$ cat config.mk
export PLATFORM = sky130hd
export DESIGN_NAME = lfsr_roller
export DESIGN_NICKNAME = d
export VERILOG_FILES = /design/src/rtl/lfsr_roller.sv
export SDC_FILE = /design/constraint.sdc
export NUM_CORES = 1
export LEC_CHECK = 0
export CAP_MARGIN = 25
export CORE_UTILIZATION = 40
export CTS_BUF_LIST = sky130_fd_sc_hd__clkbuf_16
export DETAILED_ROUTE_END_ITERATION = 12
export HOLD_SLACK_MARGIN = 0.05
export SYNTH_ARGS = -nofsm -noshare
export SYNTH_HDL_FRONTEND = slang
export SYNTH_SLANG_ARGS = --single-unit
$ cat constraint.sdc
create_clock -name i_clk -period 6.9 [get_ports i_clk]
set_input_delay 1.725 -clock i_clk [delete_from_list [all_inputs] [get_ports i_clk]]
set_output_delay 1.725 -clock i_clk [all_outputs]
set_load 0.005 [all_outputs]
$ cat src/rtl/lfsr_roller.sv
// Dice-roll generator: Galois LFSR stepped on a linearly slowing cadence, with a recallable
// ring history of finished rolls. Define LFSR_ROLLER_SKIP_EN to let i_start in RUN end the roll early.
module lfsr_roller #(
  parameter int unsigned          LFSR_W      = 16,
  parameter logic [LFSR_W-1:0]    TAPS        = 16'hB400,
  parameter int unsigned          OUT_W       = 4,
  parameter int unsigned          DEPTH       = 16,
  parameter int unsigned          STEPS       = 16,
  parameter int unsigned          BASE_PERIOD = 2097152,
  parameter int unsigned          PERIOD_W    = 32
) (
  input  logic                       i_clk,
  input  logic                       i_rst,
  input  logic                       i_start,
  input  logic                       i_seed_valid,
  input  logic [LFSR_W-1:0]          i_seed,
  input  logic                       i_recall,
  input  logic [$clog2(DEPTH)-1:0]   i_recall_idx,
  output logic [OUT_W-1:0]           o_random_out,
  output logic [OUT_W-1:0]           o_stored_out,
  output logic                       o_busy,
  output logic                       o_done,
  output logic [$clog2(DEPTH):0]     o_count
);

  localparam int unsigned IDX_W  = $clog2(DEPTH);
  localparam int unsigned STEP_W = $clog2(STEPS + 1);
  localparam logic [PERIOD_W-1:0] BASE      = PERIOD_W'(BASE_PERIOD);
  localparam logic [STEP_W-1:0]   LAST_STEP = STEP_W'(STEPS - 1);
  localparam logic [IDX_W:0]      COUNT_MAX = (IDX_W + 1)'(DEPTH);

  typedef enum logic {StIdle, StRun} state_e;

  state_e              r_state, w_state_nxt;
  logic [LFSR_W-1:0]   r_lfsr, w_lfsr_nxt;
  logic [LFSR_W-1:0]   r_seed_cnt;
  logic [PERIOD_W-1:0] r_timer, w_timer_nxt;
  logic [PERIOD_W-1:0] r_limit, w_limit_nxt;
  logic [STEP_W-1:0]   r_step, w_step_nxt;
  logic [OUT_W-1:0]    r_out, w_out_nxt;
  logic                r_busy, w_busy_nxt;
  logic                r_done, w_done_nxt;
  logic [OUT_W-1:0]    r_hist [DEPTH];
  logic [IDX_W-1:0]    r_wptr;
  logic [IDX_W:0]      r_count;
  logic [OUT_W-1:0]    r_stored;

  logic [LFSR_W-1:0]   w_seed_raw, w_seed, w_lfsr_adv;
  logic [PERIOD_W-1:0] w_timer_inc;
  logic                w_sched, w_advance, w_last, w_hist_we, w_skip;
  logic [IDX_W-1:0]    w_rd_ptr;

  assign w_seed_raw  = i_seed_valid ? i_seed : r_seed_cnt;
  assign w_seed      = (w_seed_raw == '0) ? LFSR_W'(1) : w_seed_raw;
  assign w_lfsr_adv  = (r_lfsr >> 1) ^ (r_lfsr[0] ? TAPS : '0);
  assign w_timer_inc = r_timer + PERIOD_W'(1);
  assign w_sched     = (w_timer_inc == r_limit);

`ifdef LFSR_ROLLER_SKIP_EN
  logic r_skip, w_skip_nxt;
  assign w_skip = r_skip;
`else
  assign w_skip = 1'b0;
`endif

  // A pending skip and a scheduled advance on the same edge collapse into one advance.
  assign w_advance = (r_state == StRun) && (w_sched || w_skip);
  assign w_last    = w_advance && ((r_step == LAST_STEP) || w_skip);

  always_comb begin
    w_state_nxt = r_state;
    w_lfsr_nxt  = r_lfsr;
    w_timer_nxt = r_timer;
    w_limit_nxt = r_limit;
    w_step_nxt  = r_step;
    w_out_nxt   = r_out;
    w_busy_nxt  = r_busy;
    w_done_nxt  = 1'b0;
    w_hist_we   = 1'b0;
`ifdef LFSR_ROLLER_SKIP_EN
    w_skip_nxt  = r_skip;
`endif
    case (r_state)
      StIdle: begin
`ifdef LFSR_ROLLER_SKIP_EN
        w_skip_nxt = 1'b0;
`endif
        if (i_start) begin
          w_state_nxt = StRun;
          w_lfsr_nxt  = w_seed;
          w_out_nxt   = w_seed[OUT_W-1:0];
          w_busy_nxt  = 1'b1;
          w_timer_nxt = '0;
          w_step_nxt  = '0;
          w_limit_nxt = BASE;
        end
      end
      StRun: begin
        w_timer_nxt = w_timer_inc;
`ifdef LFSR_ROLLER_SKIP_EN
        if (i_start) w_skip_nxt = 1'b1;
`endif
        if (w_advance) begin
          w_lfsr_nxt  = w_lfsr_adv;
          w_out_nxt   = w_lfsr_adv[OUT_W-1:0];
          w_timer_nxt = '0;
          w_step_nxt  = r_step + STEP_W'(1);
          w_limit_nxt = r_limit + BASE;
          if (w_last) begin
            w_state_nxt = StIdle;
            w_busy_nxt  = 1'b0;
            w_done_nxt  = 1'b1;
            w_hist_we   = 1'b1;
`ifdef LFSR_ROLLER_SKIP_EN
            w_skip_nxt  = 1'b0;
`endif
          end
        end
      end
      default: w_state_nxt = StIdle;
    endcase
  end

  always_ff @(posedge i_clk or posedge i_rst) begin
    if (i_rst) begin
      r_state    <= StIdle;
      r_lfsr     <= LFSR_W'(1);
      r_seed_cnt <= '0;
      r_timer    <= '0;
      r_limit    <= '0;
      r_step     <= '0;
      r_out      <= '0;
      r_busy     <= 1'b0;
      r_done     <= 1'b0;
`ifdef LFSR_ROLLER_SKIP_EN
      r_skip     <= 1'b0;
`endif
    end else begin
      r_state    <= w_state_nxt;
      r_lfsr     <= w_lfsr_nxt;
      r_seed_cnt <= r_seed_cnt + LFSR_W'(1);
      r_timer    <= w_timer_nxt;
      r_limit    <= w_limit_nxt;
      r_step     <= w_step_nxt;
      r_out      <= w_out_nxt;
      r_busy     <= w_busy_nxt;
      r_done     <= w_done_nxt;
`ifdef LFSR_ROLLER_SKIP_EN
      r_skip     <= w_skip_nxt;
`endif
    end
  end

  // Index 0 is the newest entry, i.e. the slot just behind the write pointer.
  assign w_rd_ptr = r_wptr - IDX_W'(1) - i_recall_idx;

  always_ff @(posedge i_clk or posedge i_rst) begin
    if (i_rst) begin
      for (int unsigned i = 0; i < DEPTH; i++) r_hist[i] <= '0;
      r_wptr   <= '0;
      r_count  <= '0;
      r_stored <= '0;
    end else begin
      if (w_hist_we) begin
        r_hist[r_wptr] <= w_lfsr_adv[OUT_W-1:0];
        r_wptr         <= r_wptr + IDX_W'(1);
        if (r_count != COUNT_MAX) r_count <= r_count + (IDX_W + 1)'(1);
      end
      if (i_recall) begin
        r_stored <= ({1'b0, i_recall_idx} < r_count) ? r_hist[w_rd_ptr] : '0;
      end
    end
  end

  assign o_random_out = r_out;
  assign o_stored_out = r_stored;
  assign o_busy       = r_busy;
  assign o_done       = r_done;
  assign o_count      = r_count;

endmodule

==> metrics.cfg <==
[status]
status = finished, final reports clean

[finish]
nets = 862
diodes = 0
syn_to_final_growth_pct = 14.0
drive_above_1_share_pct = 13.5
seq_area_um2 = 4030
n_fill_cell = 1909
multi_input_area_um2 = 4470

[yosys]
synthFlopType = dfrtp_1
synth-edff-count = 0
yosysTopAreaCell = dfrtp_1
ys_warn_count = 0
synthDistinctLibCells = 65
synth-compound-area-share_pct = 8.24
syn_area_um2 = 8800
async_reset_ff_share_pct = 100
synthAdderAreaFrac_pct = 2.79
ys_ff_latch = 161
synthXorXnorAreaFrac_pct = 6.87
muxShareOfSynthArea_pct = 16.0
synth_cells = 802
synth_top_family_by_area = simple AND/OR/NAND/NOR gates
avgSynthCellArea_um2 = 11.0
synth_area_leaders = dfrtp_1 45%, mux2_1 5.8%, mux4_2 4.1%, xor2_1 3.8%, mux2_2 3.2%
yosys.area_share.simple_pct = 16.8
seq_area_frac_synth_pct = 45.8
yosysTopAreaCellShare_pct = 45.5
synth.net_count = 846

[sta]
worst_pin_slew_ns = 1.03
period_needed_ns = 4.59
rsz0062_at_grt = no
slew_viol_final = 0
worst_slack_ns = 2.31
fin_skew_ns = 0.0120
final-hold-violation-count = 0
fin_crit_sh_pct = 66.5
setup_tns_ns = 0
setup-violations-final = 0
slew_headroom_pct = 31.3
max_freq_mhz = 218

[place]
portBuffers = 39
dp_slack_ns = 2.34
gp_congestion = 0.830
hpwl_mm = 13.8

[grt]
grt_usage_pct = 19.0
grt_use_met3_pct = 3.55
antenna_found_initial = 0
grt_pass1_vias = 6041
grt.met2_usage_pct = 29.5
grt_pass1_wl_mm = 33.0
grt_max_degree = 63
grt_use_met1_pct = 27.4
top_usage_layer = met2
overflow = 0

[power_and_ir_drop]
power.density_nw_per_um2 = 225
irDropWorstVdd_uv = 142
leakage_nw = 4.58

[worst_hold_path]
hold_class = flip-flop to flip-flop

[setup_path]
r2r-start = r_timer[0]
critPathLaunchType = flip-flop
rr_worst_depth = 9
worstPathMaxFanout = 44
critPathArrivalTime_ns = 4.90
reg2reg_to = r_hist[47]
endpoint = r_hist[47]
cp-end-kind = flip-flop
critical_path_class = flip-flop to flip-flop
cp-startpoint = r_timer[0]
regToRegSetupSlack_ns = 2.31
cp.required_ns = 7.22

[die]
die_w_um = 150
initial_core_util_pct = 41.4
boundaryPins = 40
die_h_um = 150
core_area_um2 = 21300
dieArea_um2 = 22600
rows = 53

[clock_tree]
cts_hold_buf = 0
cts_sinks = 161
htree_levels = 4
cts_max_path_buffers = 2
cts_setup_buffers = 0
numCtsBuffers = 17
root_buffer = clkbuf_16
worstSkewPairLatency_ns = 0.43
cts_tree = done
clkTransAtPathRegs_ns = 0.08
cts_resized = 0

[drt]
wl_per_cell_um = 18.2
drc = 0
vias_per_cell = 5.60
drt-total-wl_mm = 20.2
drt_iter0_drc = 394
vias = 6193
final_antenna_net_count = 0
drt_first_pass_iters = 5

[run]
drv_cap = 0

through the flow:
step	utilization (%)	hold slack (ns)	power (mW)	cell area [µm²]	std cells
after floorplan	-	0.445	1.22	8800	802
final	47.2	0.472	2.26	10000	1106
after global placement	44.0	0.464	1.28	9360	1071
after CTS	47.0	0.479	2.28	10000	1105
after global routing	47.2	0.496	2.36	10000	1106
after detailed placement	44.1	0.467	1.29	9390	1073
logic make-up (layout without fill, tap and decap cells):
| family | Yosys count | count (layout) |
|---|---|---|
| AO/OA/AOI/OAI | 100 | 100 |
| AND/OR/NAND/NOR | 270 | 270 |
| buffers and inverters | 71 | 100 |
| multiplexers | 112 | 112 |
| adder cells (fa/ha/maj) | 19 | 19 |
| XOR/XNOR | 69 | 69 |
| flip-flops | 161 | 161 |
layer usage:
| metal | vias to the layer above | routed length, µm |
|---|---|---|
| met4 | 0 | 134 |
| li1 | 2967 | - |
| met1 | 3106 | 9800 |
| met3 | 11 | 695 |
| met5 | - | 0 |
| met2 | 109 | 9550 |
synthesized netlist by cell type (8+ instances only):
| library cell | count |
|---|---|
| inv_1 | 20 |
| nand4_1 | 32 |
| dfrtp_1 | 160 |
| and4_1 | 9 |
| nor2_1 | 73 |
| a21oi_1 | 12 |
| nand3_1 | 34 |
| buf_2 | 8 |
| xnor2_1 | 31 |
| o21ai_0 | 23 |
| clkbuf_1 | 27 |
| mux2_1 | 45 |
| nand4_2 | 11 |
| mux4_2 | 16 |
| a221o_1 | 16 |
| xor2_1 | 38 |
| nand2_1 | 50 |
| mux2i_1 | 26 |
| buf_1 | 9 |
| and3_1 | 10 |
| ha_1 | 18 |
| mux2_2 | 25 |
state kept, by name, indices dropped and copies added, names as in the netlist:
register	flops
o_busy	1
o_count	5
o_done	1
o_random_out	1
o_stored_out	4
r_hist	64
r_lfsr	16
r_limit	11
r_seed_cnt	16
r_state	1
r_step	5
r_timer	32
r_wptr	4
power breakdown:
part / leakage (nW) / switching (mW) / internal (mW)
clock: 0.296 / 0.438 / 0.552
sequential: 2.16 / 0.0703 / 0.981
combinational: 2.12 / 0.115 / 0.103
layout by cell type, fill, tap and decap left out, types with 5 or more instances in the layout:
cell,count
a211oi_1,5
a21o_1,6
a21oi_1,12
a221o_1,16
a31oi_1,7
and2_1,6
and3_1,10
and4_1,8
buf_4,7
clkbuf_16,17
clkdlybuf4s50_1,39
dfrtp_1,160
ha_1,18
inv_1,19
inv_6,5
mux2_1,45
mux2_2,25
mux2i_1,26
mux4_2,16
nand2_1,50
nand3_1,34
nand4_1,32
nand4_2,11
nor2_1,73
nor3_1,6
nor4_1,7
o21ai_0,23
o22ai_1,6
or3_1,7
xnor2_1,31
xor2_1,38
how the worst min path moves through the flow:
stage	from	end	slack, ns	cells after the start
after floorplan	r_seed_cnt[15]	r_seed_cnt[15]	0.44	1
after global placement	r_seed_cnt[15]	r_seed_cnt[15]	0.46	1
after detailed placement	r_seed_cnt[15]	r_seed_cnt[15]	0.47	1
after CTS	r_seed_cnt[15]	r_seed_cnt[15]	0.48	1
after global routing	r_seed_cnt[15]	r_seed_cnt[15]	0.50	1
final	r_seed_cnt[15]	r_seed_cnt[15]	0.47	1
critical path: stages (launching register included):
cell and delay [ns]:
dfrtp_1 0.48, ha_1 0.27, nand3_1 0.26, nor4_1 0.49
xor2_1 0.12, or4_1 0.56, nor4_1 0.46, and4_2 1.01
nand4_1 0.43, mux2_2 0.39
final cells by class:
type	count	area share, %
Inverter	20	0.798
Timing Repair Buffer	48	4.96
Clock inverter	15	1.93
Multi-Input combinational cell	570	44.5
Clock buffer	17	4.24
Sequential cell	161	40.1
Tap cell	275	3.43
(Power assumes the default switching activity.)
